[src/rtl/spart_rx_cfg.sv]
// ============================================================================
// Module  : spart_rx_cfg
// Brief   : Oversampling SPART receiver, configurable framing, FWFT rx FIFO
// Rev     : 1.0  initial release
// ============================================================================
`default_nettype none

module spart_rx_cfg #(
  parameter int DATA_BITS  = 8,
  parameter int PARITY_EN  = 0,
  parameter int PARITY_ODD = 0,
  parameter int STOP_BITS  = 1,
  parameter int OVERSAMPLE = 16,
  parameter int FIFO_DEPTH = 4
) (
  input  logic                          clk,
  input  logic                          rst,
  input  logic                          baud_tick,
  input  logic                          rxd,
  input  logic                          rd_en,
  input  logic                          clr_err,
  output logic [DATA_BITS-1:0]          rx_data,
  output logic                          rda,
  output logic                          framing_err,
  output logic                          parity_err,
  output logic                          overrun,
  output logic [$clog2(FIFO_DEPTH):0]   fifo_count
);

  localparam int c_TW = $clog2(OVERSAMPLE);
  localparam int c_BW = $clog2(DATA_BITS + 1);
  localparam int c_AW = $clog2(FIFO_DEPTH);
  localparam int c_CW = c_AW + 1;
  localparam int c_EW = DATA_BITS + 2;

  localparam logic [c_TW-1:0] c_HALF      = c_TW'(OVERSAMPLE / 2 - 1);
  localparam logic [c_TW-1:0] c_FULL      = c_TW'(OVERSAMPLE - 1);
  localparam logic [c_BW-1:0] c_LAST_DATA = c_BW'(DATA_BITS - 1);
  localparam logic [c_BW-1:0] c_LAST_STOP = c_BW'(STOP_BITS - 1);
  localparam logic [c_CW-1:0] c_DEPTH     = c_CW'(FIFO_DEPTH);
  localparam logic            c_ODD       = (PARITY_ODD != 0);
  localparam logic            c_PAR_EN    = (PARITY_EN != 0);

  typedef enum logic [2:0] {
    S_IDLE   = 3'd0,
    S_START  = 3'd1,
    S_DATA   = 3'd2,
    S_PARITY = 3'd3,
    S_STOP   = 3'd4
  } state_t;

  state_t                r_state;
  state_t                w_state_nxt;
  logic [1:0]            r_sync;
  logic                  w_rxs;
  logic [c_TW-1:0]       r_tick_cnt;
  logic [c_BW-1:0]       r_bit_cnt;
  logic [DATA_BITS-1:0]  r_shift;
  logic                  r_ferr;
  logic                  r_perr;
  logic                  r_push;
  logic [c_EW-1:0]       r_push_word;

  logic w_cnt_clr, w_cnt_inc, w_bit_clr, w_bit_inc;
  logic w_frame_start, w_smp_data, w_smp_par, w_smp_stop, w_done;

  // Two-flop synchroniser; idles high so reset never fakes a start bit
  always_ff @(posedge clk or negedge rst) begin
    if (!rst) r_sync <= 2'b11;
    else      r_sync <= {r_sync[0], rxd};
  end
  assign w_rxs = r_sync[1];

  always_comb begin
    w_state_nxt   = r_state;
    w_cnt_clr     = 1'b0;
    w_cnt_inc     = 1'b0;
    w_bit_clr     = 1'b0;
    w_bit_inc     = 1'b0;
    w_frame_start = 1'b0;
    w_smp_data    = 1'b0;
    w_smp_par     = 1'b0;
    w_smp_stop    = 1'b0;
    w_done        = 1'b0;
    if (baud_tick) begin
      case (r_state)
        S_IDLE: begin
          if (!w_rxs) begin
            w_state_nxt   = S_START;
            w_cnt_clr     = 1'b1;
            w_bit_clr     = 1'b1;
            w_frame_start = 1'b1;
          end
        end
        S_START: begin
          if (r_tick_cnt == c_HALF) begin
            w_cnt_clr   = 1'b1;
            w_state_nxt = w_rxs ? S_IDLE : S_DATA;
          end else begin
            w_cnt_inc = 1'b1;
          end
        end
        S_DATA: begin
          if (r_tick_cnt == c_FULL) begin
            w_cnt_clr  = 1'b1;
            w_smp_data = 1'b1;
            if (r_bit_cnt == c_LAST_DATA) begin
              w_bit_clr   = 1'b1;
              w_state_nxt = c_PAR_EN ? S_PARITY : S_STOP;
            end else begin
              w_bit_inc = 1'b1;
            end
          end else begin
            w_cnt_inc = 1'b1;
          end
        end
        S_PARITY: begin
          if (r_tick_cnt == c_FULL) begin
            w_cnt_clr   = 1'b1;
            w_smp_par   = 1'b1;
            w_state_nxt = S_STOP;
          end else begin
            w_cnt_inc = 1'b1;
          end
        end
        S_STOP: begin
          if (r_tick_cnt == c_FULL) begin
            w_cnt_clr  = 1'b1;
            w_smp_stop = 1'b1;
            if (r_bit_cnt == c_LAST_STOP) begin
              w_bit_clr   = 1'b1;
              w_done      = 1'b1;
              w_state_nxt = S_IDLE;
            end else begin
              w_bit_inc = 1'b1;
            end
          end else begin
            w_cnt_inc = 1'b1;
          end
        end
        default: w_state_nxt = S_IDLE;
      endcase
    end
  end

  always_ff @(posedge clk or negedge rst) begin
    if (!rst) begin
      r_state     <= S_IDLE;
      r_tick_cnt  <= '0;
      r_bit_cnt   <= '0;
      r_shift     <= '0;
      r_ferr      <= 1'b0;
      r_perr      <= 1'b0;
      r_push      <= 1'b0;
      r_push_word <= '0;
    end else begin
      r_state <= w_state_nxt;
      r_push  <= w_done;
      if (w_cnt_clr)      r_tick_cnt <= '0;
      else if (w_cnt_inc) r_tick_cnt <= r_tick_cnt + 1'b1;
      if (w_bit_clr)      r_bit_cnt <= '0;
      else if (w_bit_inc) r_bit_cnt <= r_bit_cnt + 1'b1;
      if (w_smp_data) r_shift <= {w_rxs, r_shift[DATA_BITS-1:1]};
      if (w_frame_start) begin
        r_ferr <= 1'b0;
        r_perr <= 1'b0;
      end
      if (w_smp_par)  r_perr <= (^r_shift) ^ w_rxs ^ c_ODD;
      if (w_smp_stop) r_ferr <= r_ferr | ~w_rxs;
      // Last stop sample is folded in here since r_ferr updates in the same edge
      if (w_done)     r_push_word <= {r_shift, r_ferr | ~w_rxs, r_perr};
    end
  end

  logic [c_EW-1:0] r_mem [FIFO_DEPTH];
  logic [c_AW-1:0] r_wr_ptr;
  logic [c_AW-1:0] r_rd_ptr;
  logic [c_CW-1:0] r_count;
  logic            w_empty, w_full, w_pop, w_wr, w_ovf;
  logic [c_EW-1:0] w_head;

  assign w_empty = (r_count == '0);
  assign w_full  = (r_count == c_DEPTH);
  assign w_pop   = rd_en & ~w_empty;
  assign w_wr    = r_push & (~w_full | w_pop);
  assign w_ovf   = r_push & w_full & ~w_pop;
  assign w_head  = r_mem[r_rd_ptr];

  always_ff @(posedge clk) begin
    if (w_wr) r_mem[r_wr_ptr] <= r_push_word;
  end

  always_ff @(posedge clk or negedge rst) begin
    if (!rst) begin
      r_wr_ptr <= '0;
      r_rd_ptr <= '0;
      r_count  <= '0;
      overrun  <= 1'b0;
    end else begin
      if (w_wr)  r_wr_ptr <= r_wr_ptr + 1'b1;
      if (w_pop) r_rd_ptr <= r_rd_ptr + 1'b1;
      case ({w_wr, w_pop})
        2'b10:   r_count <= r_count + 1'b1;
        2'b01:   r_count <= r_count - 1'b1;
        default: r_count <= r_count;
      endcase
      if (w_ovf)        overrun <= 1'b1;
      else if (clr_err) overrun <= 1'b0;
    end
  end

  always_comb begin
    rx_data     = '0;
    framing_err = 1'b0;
    parity_err  = 1'b0;
    if (!w_empty) begin
      rx_data     = w_head[c_EW-1:2];
      framing_err = w_head[1];
      parity_err  = w_head[0];
    end
  end

  assign rda        = ~w_empty;
  assign fifo_count = r_count;

endmodule

`default_nettype wire

[config.mk]
export PLATFORM = sky130hd
export DESIGN_NAME = spart_rx_cfg
export DESIGN_NICKNAME = d
export VERILOG_FILES = /design/src/rtl/spart_rx_cfg.sv
export SDC_FILE = /design/constraint.sdc
export NUM_CORES = 1
export LEC_CHECK = 0
export CORE_UTILIZATION = 55
export DETAILED_ROUTE_END_ITERATION = 8
export PLACE_DENSITY = 0.74
export SYNTH_ARGS = -nofsm -noshare
export SYNTH_HDL_FRONTEND = slang
export SYNTH_SLANG_ARGS = --single-unit
[constraint.sdc]
create_clock -name clk -period 3.9 [get_ports clk]
set_clock_uncertainty 0.2 [all_clocks]
set_input_delay 0.78 -clock clk [delete_from_list [all_inputs] [get_ports clk]]
set_output_delay 0.78 -clock clk [all_outputs]
set_load 0.1 [all_outputs]
# After elaboration in Yosys (flattened, before gate mapping)
# Memory sizes are Yosys's and may differ from the RTL's.
# Cells that the tools add are included.
# totals
regBits	42
ramBits	40
input_bits	6
out_inout_bits	15
word_cells	115
mem_count	1
# memory_table
name	words	word_bits	rd	rd_clocked_by_memory_dff	wr	line_no	source
r_mem	4	10	1	0	1	175	logic [c_EW-1:0] r_mem [FIFO_DEPTH];
# op_classes
n_addsub	6
eq_ne	17
n_mux	55
bitwise	11
reduce_logical	12
# ops
operator	n
$mux 1	36
$mux 3	7
$mux 4	4
$pmux 3 s5	1
$ne 2x2->1 const B	7
$reduce_bool 2->1	6
$add 4x1->4 const B	2
$eq 4x3->1 const B	2
$mux 8	1
$reduce_and 8->1	1
$reduce_xor 8->1	1
$eq 3x2->1 const B	2
$eq 3x3->1 const B	2
$logic_not 3->1	2
$pmux 1 s3	2
$pmux 3 s2	1
$add 2x1->2 const B	2
$and 1x1->1	4
$eq 4x4->1 const B	1
$logic_not 4->1	1
$not 1->1	4
$pmux 1 s2	2
$add 3x1->3 const B	1
$eq 3x1->1 const B	1
other kinds (7)	8

# Depth between registers and ports, before layout
# Gate-level depths: netlist of the first run.
# depth
ltp_word	7
ltp_mapped	10
ltp_nobuf	9

# Worst setup path after synthesis of the first run
# OpenSTA, ideal clock, no wires.
# synth_path
path_type	register -> output
startpoint	register r_count[0], in the netlist fifo_count[0]
endpoint	output framing_err
t_arrival_ps	3038
t_required_ps	2920
path_slack_ps	-118
stages_incl_launch_ff	4
path_buffers	1
path_cell_list	dfrtp_1 > or3_1 > clkbuf_1 > and2_1
# synth_between
elab_chain_len	2
# synth_lines
item	line_no	source
start: declaration	178	logic [c_CW-1:0] r_count;
start signal: assignment	203	2'b10: r_count <= r_count + 1'b1;
start signal: assignment	204	2'b01: r_count <= r_count - 1'b1;
start signal: assignment	205	default: r_count <= r_count;
$logic_not 3->1	182	assign w_empty = (r_count == '0);
$mux 1	216	if (!w_empty) begin
end: declaration	24	output logic framing_err,
# No other way between the ends.

# Worst setup path in the final report of the first run
# layout_path
startpoint	register r_count[1], in the netlist fifo_count[1]
endpoint	output rda
# layout_between
elab_chain_len	2
# layout_lines
item	line_no	source
$logic_not 3->1	182	
$not 1->1	223	assign rda = ~w_empty;
end: declaration	23	output logic rda,
# No other way between the ends.

==> key figures, run 1 <==
Route
  – Vias post-DR: 1,869
  – Vias/cell: 5.32
  – Pre-antenna DRT Iters: 4
  – Final ANT Viol Nets: 0
  – WL per Instance: 15.5 um
  – # DRC: 0
  – 1st-iter DRT viols: 130
  – Final wirelength: between 5000 and 6000 um

Synth
  – Synth area leader: edfxtp_1
  – Synth Area in Compound Gates: between 4 and 5%
  – FFs w/ async S/R, synth: 51.2%
  – Mean Syn Cell Area: around 15 um2
  – Register area share after synthesis: 62.4%
  – Top post-synthesis cells by area: edfxtp_1, dfrtp_1, mux4_2
  – Synthesized flop and latch total: 82
  – Synthesized-area fraction occupied by adder cells: between 3 and 4%
  – Yosys cell types: between 40 and 50
  – Ys flop type: edfxtp_1
  – Syn nets: about 260
  – Post-Synth Simple-Gate Area: 9.42%
  – Post-synth EDFFs: 40
  – Post-synth top area share: 33.2%
  – Post-Synthesis Cells: 244
  – Mapped Area: about 3600 um2
  – Synth Area in XOR/XNOR: 4.85%
  – YS warnings: 0
  – Mux share of post-synthesis cell area: between 10% and 20%
  – Largest family of logic cells by synthesized area: multiplexers

Worst setup path
  – WP data required: 2.92 ns
  – CP arrival: around 2.2 ns
  – Crit. End Element: output pin
  – Max FO, Critical Path: 5
  – CP cell instances: or3_1 -> clkdlybuf4s50_1
  – FF-to-FF path depth: 9
  – Crit path max-delay cell type: clkdlybuf4s50_1
  – Reg2reg end: fifo_count[2]$_DFFE_PN0P_
  – Worst setup path end: rda
  – R2r startpoint: fifo_count[0]$_DFFE_PN0P_
  – Worst setup path start: fifo_count[1]$_DFFE_PN0P_
  – Crit start category: flop
  – Crit path kind: flop to output pin
  – Critical path's largest stage delay: 0.99 ns
  – R2R setup slack: between 1 and 1.5 ns

Clocking
  – CTS tree: built
  – Bufs on Longest Clock Path: 2
  – CTS root buf: clkbuf_8
  – CTS resizes: 0
  – CTS H-Tree Depth: 3
  – Hold_buf cts: 0
  – Worst skew pair latency: 0.34 ns
  – Post-CTS Setup Bufs: 0
  – Clock transition at path regs: 0.09 ns
  – Cts bufs inserted: 9
  – Clk sinks: just over 80

Global route
  – Global Route Usage Sum: 18.1%
  – Global-route wire length before repair: 9510 um
  – Vias in the first global route: ~1,900
  – Largest net degree at the start of global routing: between 40 and 50
  – Initial antenna violation count: 0
  – Grt ovf: 0

STA
  – Actual slew at the worst max-slew pin: 0.966 ns
  – Final hold violation count: 0
  – Final Slew Violations: 0
  – Fin Hold WS: 0.158 ns
  – Post-route minimum period: 3.20 ns
  – RSZ-0062 raised after global routing: no
  – Fmax: 312 MHz
  – Final setup violating endpoints: 0
  – Final period utilization: ~82%
  – Max_slew headroom: 35.4%
  – TNS Setup: 0 ns

Status
  – Outcome: complete, no violations

Finish
  – Most frequent cells in the layout: dfrtp_1, edfxtp_1, and2_1
  – Layout area overhead: 12.6%
  – Diodes inserted: 0
  – Non-Filler Instances: 351
  – Core Util, Final: about 64%
  – Share of cells above drive strength 1: 23.0%
  – Fin nets: 284

Place
  – Placed insts: 335
  – Buffers on Ports: 20
  – Detail Placement HPWL: about 3700 um
  – Gpl congestion: 0.817

Power
  – P per Cell Area: 742 nW/um2
  – Worst VDD drop: 0.783 mV
  – Final Power: 3.02 mW
  – Leakage: 1.58 nW

Floorplan
  – Initial Utilization: 56.9%
  – Die ar.: between 6000 and 7000 um2
  – Core area: 6350 um2
  – Num ports: 21
  – Die Wd: 83.1 um
  – FP Rows: 29
  – Die Y: 83.1 um

Worst hold path
  – Hold WC Path Type: flop to flop

Job
  – Max Cap Violations: 0
## routing by layer
metal	track usage (%)	part of all wire, %
met1	23.6	47
met4	8.93	1.7
met3	3.88	2.1
met5	0	0
met2	28.8	49
## how the worst min path moves through the flow
stage / end / cells past startpoint / start
final: r_sync[1]$_DFF_PN1_ / 0 / r_sync[0]$_DFF_PN1_
after floorplan: r_sync[1]$_DFF_PN1_ / 0 / r_sync[0]$_DFF_PN1_
after global routing: r_sync[1]$_DFF_PN1_ / 0 / r_sync[0]$_DFF_PN1_
after detailed placement: r_sync[1]$_DFF_PN1_ / 0 / r_sync[0]$_DFF_PN1_
after CTS: r_sync[1]$_DFF_PN1_ / 0 / r_sync[0]$_DFF_PN1_
after global placement: r_sync[1]$_DFF_PN1_ / 0 / r_sync[0]$_DFF_PN1_
## cell type report
class | instances | area (um2)
clock buffer | 10 | 128
inverter | 14 | 52.6
clock inverter | 6 | 90.1
tap | 77 | 96.3
sequential | 82 | 2250
multi-input combinational | 141 | 1270
timing repair buffer | 21 | 178
fill | 462 | 2280
## kinds of logic after synthesis
group	after synthesis
flops	82
mux	31
fa+ha+maj	9
buf+inv	21
simple gates	60
compound gates	21
xor+xnor	20
## flip-flops by register name (all words and copies together) (netlist names)
name,cells
r_mem,40
r_push_word,10
r_shift,8
r_bit_cnt,4
r_tick_cnt,4
fifo_count,3
r_state,3
r_rd_ptr,2
r_sync,2
r_wr_ptr,2
overrun,1
r_ferr,1
r_perr,1
r_push,1
## synthesized netlist by cell type (all sizes together), types with 2 or more instances
cell	n
a21oi	2
and2	16
buf	3
clkbuf	4
dfrtp	40
dfstp	2
edfxtp	40
ha	8
inv	14
mux2	19
mux2i	2
mux4	10
nand2	10
nand2b	2
nor2	12
nor2b	3
nor3	4
nor3b	2
o211ai	3
o21ai	7
or3	3
or3b	3
xnor2	15
xor2	5
## stage by stage
step / worst slack (ns) / cell area, um2
final: 0.697 / 4070
after global routing: 0.643 / 4070
after CTS: 0.672 / 4070
after detailed placement: 0.682 / 3850
after global placement: 0.862 / 3850
after floorplan: 0.381 / 3620
## critical path, delay by kind of cell, from the launching register on
family	cells	cell delay, ns
buf+inv	1	0.99
flops	1	0.43
simple gates	1	0.46
## report_power, final
part	internal [mW]	switching [mW]	total [mW]
logic	0.367	0.900	1.27
registers	0.964	0.135	1.10
clock network	0.363	0.292	0.655
total	1.69	1.33	3.02
No activity file was read; power rests on OpenSTA's default activity.
==> inputs of run 2 (changes only) <==
Clock period 3.9 ns to 3 ns, I/O delays scaled along.
==> run 2 against run 1 <==
Wire length decreased by 0.64%; cell count is 1.1% higher; non-clock buffer count grew 4; sequential share of layout area down 1.8 points; via count grew 2.0%; flip-flop and latch count did not move; critical path depth up 2; cell area up 3.6%; worst hold slack worse by 0.080 ns; register-to-register slack lost 0.83 ns; total power is 38% higher; critical endpoint is now rx_data[3].
==> key figures, run 2 (synthesized netlist as in run 1, its figures left out) <==
Route
  – Final ANT Viol Nets: 0 (unchanged)
  – Final wirelength: 5420 um (-0.64%)
  – Vias post-DR: 1,906 (+2.0%)
  – Vias/cell: 5.37 (+0.83%)
  – # DRC: 0 (unchanged)
  – 1st-iter DRT viols: 118 (-9.2%)
  – WL per Instance: 15.3 um (-1.8%)
  – Pre-antenna DRT Iters: 4 (unchanged)

Power
  – P per Cell Area: 989 nW/um2 (+33%)
  – Leakage: 1.66 nW (+5.0%)
  – Worst VDD drop: 1.25 mV (+59%)

Place
  – Pre-CTS WS: 0.142 ns (-0.540 ns)
  – Gpl congestion: 0.860 (+5.2%)
  – Detail Placement HPWL: 3770 um (+1.3%)
  – Placed insts: 339 (+1.2%)
  – Buffers on Ports: 20 (unchanged)

Finish
  – Largest Register: r_mem
  – Top Registers: r_mem: 40 flops, r_push_word: 10 flops, r_shift: 8 flops
  – Layout area overhead: 16.6%
  – Max reg flops: 40 (unchanged)
  – Commonest non-fill, non-tap cell in the layout: edfxtp_1
  – Most frequent cells in the layout: edfxtp_1, dfrtp_1, xnor2_1
  – Share of cells above drive strength 1: 30.2% (+7.2 points)
  – Fillers: 438 (-5.2%)
  – Core Util, Final: 66.4% (+2.3 points)
  – Diodes inserted: 0 (unchanged)
  – Non-Filler Instances: 355 (+1.1%)
  – Fin nets: 288 (+1.4%)

Global route
  – Vias in the first global route: 1,994 (+3.4%)
  – Grt ovf: 0 (unchanged)
  – Global-route wire length before repair: 9520 um (about the same)
  – Global Route Usage Sum: 18.2% (+0.10 points)
  – Initial antenna violation count: 0 (unchanged)
  – Largest net degree at the start of global routing: 32 (-26%)

Clocking
  – Bufs on Longest Clock Path: 2 (unchanged)
  – CTS root buf: clkbuf_8
  – Clk sinks: 82 (unchanged)
  – Worst skew pair latency: 0.35 ns (about the same)
  – CTS tree: built
  – CTS resizes: 0 (unchanged)
  – Cts bufs inserted: 9 (unchanged)
  – Clock transition at path regs: 0.08 ns (about the same)
  – Hold_buf cts: 0 (unchanged)
  – Post-CTS Setup Bufs: 0 (unchanged)
  – CTS H-Tree Depth: 3 (unchanged)

Worst setup path
  – R2R setup slack: 0.58 ns (-0.83 ns)
  – Crit path kind: flop to output pin
  – Crit. End Element: output pin
  – CP arrival: 1.98 ns (-0.24 ns)
  – Crit start category: flop
  – WP data required: 2.20 ns (-0.72 ns)
  – Max FO, Critical Path: 8 (+3)

Floorplan
  – Core area: 6350 um2 (unchanged)
  – Die ar.: 6900 um2 (unchanged)
  – Die Y: 83.1 um (unchanged)
  – FP Rows: 29 (unchanged)
  – Num ports: 21 (unchanged)
  – Die Wd: 83.1 um (unchanged)
  – Initial Utilization: 56.9% (unchanged)

STA
  – Final Slew Violations: 0 (unchanged)
  – Final period utilization: slightly above 90%
  – TNS Setup: 0 ns (unchanged)
  – Post-route minimum period: 2.78 ns
  – Actual slew at the worst max-slew pin: 0.667 ns (-0.299 ns)
  – Final setup violating endpoints: 0 (unchanged)
  – Max_slew headroom: 55.6% (+20 points)
  – Fmax: 360 MHz
  – Final hold violation count: 0 (unchanged)
  – RSZ-0062 raised after global routing: no
  – Post-layout worst setup margin: 0.223 ns (-0.473 ns)

Status
  – Outcome: complete, no violations

Job
  – Max Cap Violations: 0 (unchanged)

Worst hold path
  – Hold WC Path Type: input port to asynchronous set/reset pin
[run 2: final timing paths]
| path | startpoint | to | cells past startpoint |
|---|---|---|---|
| min reg2reg | r_sync[0]$_DFF_PN1_ | r_sync[1]$_DFF_PN1_ | 0 |
| max in group asynchronous | rst | r_sync[0]$_DFF_PN1_ | 2 |
| min in group clk | r_sync[0]$_DFF_PN1_ | r_sync[1]$_DFF_PN1_ | 0 |
| max reg2reg | r_bit_cnt[0]$_DFFE_PN0P_ | r_state[1]$_DFFE_PN0P_ | 6 |
| min | rst | r_rd_ptr[1]$_DFFE_PN0N_ | 1 |
| max | r_rd_ptr[0]$_DFFE_PN0N_ | rx_data[3] | 4 |
[run 2: cell type report]
type / count / area, um2 / area share (%)
Sequential cell: 82 / 2260 / 53.6
Multi-Input combinational cell: 141 / 1280 / 30.4
Timing Repair Buffer: 25 / 333 / 7.89
Clock buffer: 9 / 124 / 2.94
Tap cell: 77 / 96.3 / 2.28
Clock inverter: 7 / 70.1 / 1.66
Inverter: 14 / 52.6 / 1.25
[run 2: per-layer routing]
layer,wire (um),GRT usage (%)
met1,2480,23.9
met2,2700,27.9
met3,125,3.88
met4,117,11.0
met5,0,0
[run 2: worst max-delay path: stages (launching register included)]
cell and delay [ns]:
dfrtp_1 0.54, buf_12 0.19, mux4_2 0.51, and2_2 0.22
buf_12 0.16
[run 2: where the power goes]
group	total, mW	internal, mW	switching (mW)
registers	1.41	1.26	0.153
clock network	0.770	0.383	0.387
logic	1.99	0.745	1.25
total	4.17	2.39	1.79
[run 2: metrics by stage]
step | cell area, um2 | power, mW | hold WS [ns]
2_1_floorplan | 3630 | 2.81 | 0.104
3_3_place_gp | 4020 | 3.42 | 0.146
3_5_place_dp | 4020 | 3.44 | 0.149
4_1_cts | 4220 | 4.21 | 0.0961
5_1_grt | 4220 | 4.35 | 0.131
6_report | 4220 | 4.17 | 0.0779
